File: src/rtl/parking_lot_detector_pkg.sv
// Shared types for the parking-lot gate detector: FSM states and sensor codes.
package parking_pkg;

    typedef enum logic [2:0] {
        IDLE  = 3'd0,
        EN_A  = 3'd1,
        EN_AB = 3'd2,
        EN_B  = 3'd3,
        EX_B  = 3'd4,
        EX_AB = 3'd5,
        EX_A  = 3'd6,
        FAULT = 3'd7
    } state_t;

    // Sensor codes are {a,b}: a is the outer beam, b the inner beam.
    localparam logic [1:0] S_NONE = 2'b00;
    localparam logic [1:0] S_A    = 2'b10;
    localparam logic [1:0] S_B    = 2'b01;
    localparam logic [1:0] S_AB   = 2'b11;

endpackage

File: src/rtl/parking_lot_detector_if.sv
// Gate-side signal bundle: sensor levels in, event pulses and occupancy out.
interface parking_lot_detector_if #(parameter int CNT_W = 4);
    import parking_pkg::*;

    // a/b are plain levels sampled on every clk edge (no valid/ready); all outputs are registered or derived from registered count.
    logic             a;
    logic             b;
    logic             enter;
    logic             exit;
    logic             err;
    logic             ovf;
    logic             unf;
    logic [CNT_W-1:0] count;
    logic             full;
    logic             empty;
    state_t           state;

    modport master (
        output a, b,
        input  enter, exit, err, ovf, unf, count, full, empty, state
    );

    modport slave (
        input  a, b,
        output enter, exit, err, ovf, unf, count, full, empty, state
    );

endinterface

File: src/rtl/occupancy_counter.sv
// Saturating up/down occupancy counter with overflow/underflow pulses.
module occupancy_counter #(
    parameter int CAPACITY = 8,
    parameter int CNT_W    = 4
) (
    input  logic             clk,
    input  logic             reset,
    input  logic             inc,
    input  logic             dec,
    output logic [CNT_W-1:0] count,
    output logic             full,
    output logic             empty,
    output logic             ovf,
    output logic             unf
);

    localparam logic [CNT_W-1:0] CAP = CNT_W'(CAPACITY);

    always_ff @(posedge clk or posedge reset) begin
        if (reset) begin
            count <= '0;
            ovf   <= 1'b0;
            unf   <= 1'b0;
        end else begin
            ovf <= 1'b0;
            unf <= 1'b0;
            if (inc) begin
                if (count == CAP) ovf <= 1'b1;
                else              count <= count + 1'b1;
            end else if (dec) begin
                if (count == '0) unf <= 1'b1;
                else             count <= count - 1'b1;
            end
        end
    end

    assign full  = (count == CAP);
    assign empty = (count == '0);

endmodule

File: src/rtl/parking_lot_detector.sv
// Decodes outer/inner beam-break sequences into entry/exit events and tracks occupancy.
module parking_lot_detector
    import parking_pkg::*;
#(
    parameter int CAPACITY = 8,
    parameter int CNT_W    = 4
) (
    input  logic                   clk,
    input  logic                   reset,
    parking_lot_detector_if.slave  bus
);

    state_t     state, next_state;
    logic [1:0] ab;
    logic       entry_evt, exit_evt;
    logic       enter_q, exit_q, err_q;

    assign ab = {bus.a, bus.b};

    always_ff @(posedge clk or posedge reset) begin
        if (reset) begin
            state   <= IDLE;
            enter_q <= 1'b0;
            exit_q  <= 1'b0;
            err_q   <= 1'b0;
        end else begin
            state   <= next_state;
            enter_q <= entry_evt;
            exit_q  <= exit_evt;
            // err only on the way into FAULT, never while parked there
            err_q   <= (next_state == FAULT) && (state != FAULT);
        end
    end

    always_comb begin
        next_state = state;
        entry_evt  = 1'b0;
        exit_evt   = 1'b0;
        case (state)
            IDLE: begin
                if (ab == S_A)       next_state = EN_A;
                else if (ab == S_B)  next_state = EX_B;
                else if (ab == S_AB) next_state = FAULT;
            end
            EN_A: begin
                if (ab == S_AB)        next_state = EN_AB;
                else if (ab == S_NONE) next_state = IDLE;
                else if (ab == S_B)    next_state = FAULT;
            end
            EN_AB: begin
                if (ab == S_B)         next_state = EN_B;
                else if (ab == S_A)    next_state = EN_A;
                else if (ab == S_NONE) next_state = FAULT;
            end
            EN_B: begin
                if (ab == S_NONE) begin
                    next_state = IDLE;
                    entry_evt  = 1'b1;
                end
                else if (ab == S_AB) next_state = EN_AB;
                else if (ab == S_A)  next_state = FAULT;
            end
            EX_B: begin
                if (ab == S_AB)        next_state = EX_AB;
                else if (ab == S_NONE) next_state = IDLE;
                else if (ab == S_A)    next_state = FAULT;
            end
            EX_AB: begin
                if (ab == S_A)         next_state = EX_A;
                else if (ab == S_B)    next_state = EX_B;
                else if (ab == S_NONE) next_state = FAULT;
            end
            EX_A: begin
                if (ab == S_NONE) begin
                    next_state = IDLE;
                    exit_evt   = 1'b1;
                end
                else if (ab == S_AB) next_state = EX_AB;
                else if (ab == S_B)  next_state = FAULT;
            end
            FAULT: begin
                if (ab == S_NONE) next_state = IDLE;
            end
            default: next_state = IDLE;
        endcase
    end

    occupancy_counter #(
        .CAPACITY(CAPACITY),
        .CNT_W   (CNT_W)
    ) u_counter (
        .clk  (clk),
        .reset(reset),
        .inc  (entry_evt),
        .dec  (exit_evt),
        .count(bus.count),
        .full (bus.full),
        .empty(bus.empty),
        .ovf  (bus.ovf),
        .unf  (bus.unf)
    );

    assign bus.enter = enter_q;
    assign bus.exit  = exit_q;
    assign bus.err   = err_q;
    assign bus.state = state;

endmodule

File: src/flat_wrapper.sv
// flat-port wrapper written by rule: the top's interface ports become plain ports
module parking_lot_detector_flat import parking_pkg::*;
#(
    parameter int CAPACITY = 8,
    parameter int CNT_W    = 4
)
  (clk, reset, bus_a, bus_b, bus_enter, bus_exit, bus_err, bus_ovf, bus_unf, bus_count, bus_full, bus_empty, bus_state);
  parking_lot_detector_if #(.CNT_W(CNT_W)) bus_i ();
  input  logic clk;
  input  logic reset;
  input wire logic [$bits(bus_i.a)-1:0] bus_a;
  input wire logic [$bits(bus_i.b)-1:0] bus_b;
  output wire logic [$bits(bus_i.enter)-1:0] bus_enter;
  output wire logic [$bits(bus_i.exit)-1:0] bus_exit;
  output wire logic [$bits(bus_i.err)-1:0] bus_err;
  output wire logic [$bits(bus_i.ovf)-1:0] bus_ovf;
  output wire logic [$bits(bus_i.unf)-1:0] bus_unf;
  output wire logic [$bits(bus_i.count)-1:0] bus_count;
  output wire logic [$bits(bus_i.full)-1:0] bus_full;
  output wire logic [$bits(bus_i.empty)-1:0] bus_empty;
  output wire logic [$bits(bus_i.state)-1:0] bus_state;
  assign bus_i.a = bus_a;
  assign bus_i.b = bus_b;
  assign bus_enter = bus_i.enter;
  assign bus_exit = bus_i.exit;
  assign bus_err = bus_i.err;
  assign bus_ovf = bus_i.ovf;
  assign bus_unf = bus_i.unf;
  assign bus_count = bus_i.count;
  assign bus_full = bus_i.full;
  assign bus_empty = bus_i.empty;
  assign bus_state = bus_i.state;
  parking_lot_detector #(.CAPACITY(CAPACITY), .CNT_W(CNT_W)) u_core (.clk(clk), .reset(reset), .bus(bus_i));
endmodule
File: config.mk
export PLATFORM = sky130hd
export DESIGN_NAME = parking_lot_detector_flat
export DESIGN_NICKNAME = d
export VERILOG_FILES = /design/src/rtl/parking_lot_detector_pkg.sv /design/src/rtl/parking_lot_detector_if.sv /design/src/rtl/occupancy_counter.sv /design/src/rtl/parking_lot_detector.sv /design/src/flat_wrapper.sv
export SDC_FILE = /design/constraint.sdc
export NUM_CORES = 1
export LEC_CHECK = 0
export BUFFER_PORTS_ARGS = -buffer_cell sky130_fd_sc_hd__buf_2
export CORE_MARGIN = 2
export CORE_UTILIZATION = 56
export DETAILED_ROUTE_END_ITERATION = 16
export GPL_TIMING_DRIVEN = 0
export HOLD_SLACK_MARGIN = 0.05
export PLACE_DENSITY = 0.81
export REMOVE_ABC_BUFFERS = 1
export SLEW_MARGIN = 20
export SYNTH_ARGS = -nofsm -noshare
export SYNTH_HDL_FRONTEND = slang
export SYNTH_SLANG_ARGS = --single-unit
File: constraint.sdc
create_clock -name clk -period 7.1 [get_ports clk]
set_clock_uncertainty 0.2 [all_clocks]
set_input_delay 0.71 -clock clk [delete_from_list [all_inputs] [get_ports clk]]
set_output_delay 0.71 -clock clk [all_outputs]
set_load 0.05 [all_outputs]
# Word level (Yosys, flattened, before mapping)
# Index checks and enable logic that the tools add are counted.
[classes] addsub=2 reduce_logical=6 n_shift=0 n_eq_ne=15 bitwise=0 order_cmp=0 multipliers=0 mux=32 div=0
[ops] cell="$mux W3" count=19
[ops] cell="$pmux W3 S8" count=1
[ops] cell="$mux W4" count=4
[ops] cell="$eq A3 B3 Y1 const B" count=5
[ops] cell="$mux W1" count=8
[ops] cell="$eq A3 B2 Y1 const B" count=2
[ops] cell="$add A4 B1 Y4 const B" count=1
[ops] cell="$eq A2 B2 Y1 const B" count=2
[ops] cell="$eq A4 B4 Y1 const B" count=1
[ops] cell="$logic_not A4 Y1" count=1
[ops] cell="$sub A4 B1 Y4 const B" count=1
[ops] cell="$eq A3 B1 Y1 const B" count=1
[ops] cell="$logic_not A3 Y1" count=1
[ops] cell="$ne A3 B3 Y1 const B" count=1
[ops] cell="$reduce_and A3 Y1" count=1
[ops] cell="$eq A2 B1 Y1 const B" count=1
[ops] cell="$logic_not A2 Y1" count=1
[ops] cell="$ne A2 B1 Y1 const B" count=1
[ops] cell="$ne A2 B2 Y1 const B" count=1
[ops] cell="$reduce_bool A2 Y1" count=1
[ops] cell="$logic_and A1 B1 Y1" count=1
[totals] ram_bits=0 romBits=0 reg_bits=12 latch_bits=0 output_inout_bits=14 elab_cells=62 n_memories=0

# Depth between registers and ports, before layout
[depth] word_depth=7 depth_mapped=9 mapped_depth_nobuf=8

# Hierarchy
# From an unflattened synthesis, not the netlist that was laid out.
[unflattened] cells_unflattened=76 area_unflattened_um2=783.3
[modules_own_cells] mod="parking_lot_detector" n_inst=1 seq_area_each_um2=150.1 cells_each=44 area_per_inst_um2=427.9
[modules_own_cells] mod="occupancy_counter" n_inst=1 seq_area_each_um2=150.1 cells_each=32 area_per_inst_um2=355.3

# Worst setup path after synthesis
# Ideal clock, no wire load.
[synth_path] path_type="reg-to-reg" start="register u_core.state[1], in the netlist u_core.bus.state[1]" end="register u_core.u_counter.count[3]" n_path_buf=0 path_stages_with_launch=9 required_ns=6.813 setup_slack_ns=4.356 setup_ns=0.087 arrival_time_ns=2.457 cell_sequence="dfrtp_1 > or3b_4 > nor2_8 > inv_1 > ha_1 > a21o_1 > a2111oi_4 > a211oi_1 > a211oi_2"
[synth_between] elab_chain_cells=4
[synth_lines] element="start, declared" line_no="parking_lot_detector.sv:13" text="state_t state, next_state;"
[synth_lines] element="start signal, assigned" line_no="parking_lot_detector.sv:27" text="state <= next_state;"
[synth_lines] element="$eq A3 B2 Y1 (*)" line_no="parking_lot_detector.sv:39" text="case (state)"
[synth_lines] element="$mux W1 (*)" line_no="parking_lot_detector.sv:39"
[synth_lines] element="via u_core.entry_evt" line_no="parking_lot_detector.sv:15" text="logic entry_evt, exit_evt;"
[synth_lines] element="$ne A2 B1 Y1 (no source line) (tied with other cells)"
[synth_lines] element="$reduce_and A3 Y1 (no source line)"
[synth_lines] element="end signal, assigned" line_no="occupancy_counter.sv:29" text="else count <= count + 1'b1;"
[synth_lines] element="end signal, assigned" line_no="occupancy_counter.sv:32" text="else count <= count - 1'b1;"
[synth_lines] element="end, declared" line_no="occupancy_counter.sv:10" text="output logic [CNT_W-1:0] count,"
# Mark *: on every way through the listed nets, which the timed path passes. The rest lies on a longest branch.
# A chain may end at the register's enable or synchronous reset.

# Worst setup path after layout
[layout_path] start="input bus_a" end="register u_core.u_counter.count[3]"
[layout_between] elab_chain_cells=5
[layout_lines] element="start, declared" line_no="flat_wrapper.sv:11" text="input wire logic [$bits(bus_i.a)-1:0] bus_a;"
[layout_lines] element="$logic_not A2 Y1 (*)" line_no="parking_lot_detector.sv:56" text="if (ab == S_NONE) begin"
[layout_lines] element="$mux W1 (*)" line_no="parking_lot_detector.sv:56"
[layout_lines] element="$mux W1 (*)" line_no="parking_lot_detector.sv:39"
[layout_lines] element="via u_core.entry_evt" line_no="parking_lot_detector.sv:15"
[layout_lines] element="$ne A2 B1 Y1 (no source line) (tied with other cells)"
[layout_lines] element="$reduce_and A3 Y1 (no source line)"
# Marks and branches as above.

==> run summary <==
Via count = 722
Detailed Routing Iterations Pass 1 = 4
Req. time, crit path = 7.10 ns
Post-synth EDFFs = 0
Top Ports = 18
Footprint of the multi-input gates = 503 µm²
Routed wire length = 1600 µm
Root Driver = clkbuf_4
Primary FF master, synth = dfrtp_1
Die ar. = 1830 µm²
Switching power = 0.000263 W
Ant. Diodes = 0
Final Hold Fails = 0
Tcrit/Tclk final = 39.1%
Net Sw Frac = 55.1%
Vias in the first global route = 622
DP Cell Count = 116
Leakage Power = 0.446 nW
R2R Setup Slk = 4.34 ns
Fin cells = 120
Syn Area/Cell = 9.49 µm²
Number of fill cells = 121
Gate power share = 59.5%
Worst-margin pin slew = 0.441 ns
Post-synth ARST share = 100%
Worst Setup Path Type = input port to flop
Max Fclk = 0.360 GHz
Worst R2R Start = u_core.bus.state[1]
Clk pwr share = 11.4%
Most frequent cells in the layout = buf_2 (17), dfrtp_1 (12), o21ai_0 (9)
Commonest non-fill, non-tap cell in the layout = buf_2
Setup bufs post-CTS = 0
TritonCTS Buffers = 3
RSZ-0062 raised after global routing = no
Critical Path AT = 2.78 ns
GR Overflow Total = 0
Yosys warns = 0
Maximum vdd drop = 0.337 mV
Synthesized netlist cell count = 89
Initial antenna violation count = 0
RR Endpoint = u_core.u_counter.count[3]
Tot GR Track Use = 19.8%
FF+latch count, synth = 12
Setup crit start = bus_a
Seq. cell area = 300 µm²
Clock sinks = 12
Worst min path class = input port to asynchronous set/reset pin
Unique cell type count in the Yosys netlist = 37
Worst relative slew slack = 70.6%
Clk_lat worst skew = 0.28 ns
PostCTS Resize Cnt = 0
Post-layout util = 66.0%
Wire per inst = 13.3 µm
Post-synthesis sequential area ratio = 35.6%
Number of maximum-capacitance violations = 0
Clock-pin slew on the worst setup and hold paths = 0.08 ns
Setup-failing EPs final = 0
Via/cell ratio = 6.02
Std cell rows = 14
CP Max Fanout = 16
Die Width = 42.8 µm
Worst setup path endpoint = u_core.u_counter.count[3]
Antenna-violating nets left = 0
Worst Reg-to-Reg Cells = 8
Setup crit end kind = flop
RD Place Congestion = 0.832
First-pass GRT wire length = 2770 µm
Final HPWL DP = 1140 µm
Cts-stage hold buffer count = 0
Layout overhead on the synthesized area = 13.6%
Outcome = finished clean
Initial Utilization = 58.1%
CTS tree = yes
Largest net degree at the start of global routing = 17
Worst Setup Start Kind = input port
Final worst path period need = 2.78 ns
Core area = 1450 µm²
Max H-tree Level = 1
Pwr Density = 496 nW/µm²
Synth Cell Area = 845 µm²
Internal = 0.000214 W
Slew Limit Fails = 0
Die H = 42.8 µm
DRC viols = 0
Seq pwr share = 29.1%
Share of layout cells above drive strength 1 = 29.8%
CTS Buffer Depth = 2
Nets@finish = 112
Post-Route Setup TNS = 0 ns
Buffers added on ports = 17
Detailed Route Iter0 Violations = 22
metal layers:
metal / share of wire (%) / up-vias / global-route usage (%)
met5: 0 / - / 0
met4: 1.2 / 0 / 5.63
met3: 5.0 / 5 / 6.38
met2: 50 / 20 / 28.8
met1: 44 / 348 / 28.1
li1: - / 349 / -
power by group through the flow:
stage | combinational (W) | sequential [W] | clock (W)
2_1_floorplan | 0.000153 | 0.000211 | 0
3_5_place_dp | 0.000284 | 0.000139 | 0
4_1_cts | 0.000285 | 0.000138 | 0.0000569
5_1_grt | 0.000306 | 0.000145 | 0.0000602
3_3_place_gp | 0.000279 | 0.000137 | 0
6_report | 0.000283 | 0.000139 | 0.0000544
flip-flops by register name (all words and copies together), names as in the netlist:
name                    flops
u_core.u_counter.count      4
u_core.bus.state            3
u_core.bus.enter            1
u_core.bus.err              1
u_core.bus.exit             1
u_core.u_counter.ovf        1
u_core.u_counter.unf        1
worst max-delay path, stage by stage:
cell and delay [ns]:
buf_2 0.18, or3b_4 0.45, nor2_8 0.15, inv_1 0.09, ha_1 0.30, a21o_1 0.21
a2111oi_4 0.39, a211oi_1 0.14, a211oi_2 0.15
cells by family (layout without fill, tap and decap cells):
| logic type | after synthesis | after routing | share of synthesized area [%] |
|---|---|---|---|
| and+or+nand+nor | 31 | 31 | 23.7 |
| AOI/OAI and AO/OA | 28 | 28 | 24.9 |
| DFF | 12 | 12 | 35.6 |
| buffers and inverters | 10 | 25 | 4.89 |
| adders and majority gates | 3 | 3 | 5.33 |
| xor gates and xnor gates | 3 | 3 | 3.11 |
| muxes | 2 | 2 | 2.52 |
synth_stat cells, drive strengths merged (2+ instances only):
master / n / area, µm²
a221oi: 2 / 23.8
nand2: 3 / 11.3
inv: 4 / 15.0
nand2b: 3 / 18.8
xnor2: 2 / 17.5
clkbuf: 3 / 11.3
buf: 3 / 15.0
or3b: 3 / 31.3
a211o: 2 / 17.5
ha: 2 / 25.0
and2: 3 / 18.8
nor2b: 3 / 18.8
nor2: 6 / 38.8
a21oi: 7 / 35.0
dfrtp: 12 / 300
nor3: 2 / 10.0
a211oi: 4 / 35.0
o21ai: 9 / 45.0
nor4: 2 / 12.5
worst min path at each step:
stage / start / end / cells past startpoint
3_5_place_dp: u_core.u_counter.count[3] / u_core.u_counter.count[3] / 1
2_1_floorplan: reset / u_core.bus.enter / 1
5_1_grt: reset / u_core.bus.exit / 2
4_1_cts: reset / u_core.bus.exit / 2
3_3_place_gp: u_core.u_counter.count[2] / u_core.u_counter.count[2] / 2
6_report: reset / u_core.bus.exit / 2
metrics by stage:
step / setup slack (ns) / total power [W] / hold slack, ns / instance area [µm²]
floorplan: 4.21 / 0.000363 / 0.375 / 818
global placement: 4.08 / 0.000416 / 0.421 / 923
detailed placement: 4.04 / 0.000423 / 0.434 / 923
CTS: 4.33 / 0.000480 / 0.231 / 960
global route: 4.19 / 0.000512 / 0.252 / 960
finish: 4.32 / 0.000476 / 0.221 / 960
area by class of cell:
class | count | area share, %
multi-input cells | 67 | 52.4
flip-flops and latches | 12 | 31.3
repair buffers | 17 | 8.87
clock buffers | 4 | 3.78
well taps | 16 | 2.09
inverters | 4 | 1.56
Note: power is estimated with default switching activity, not from simulation.
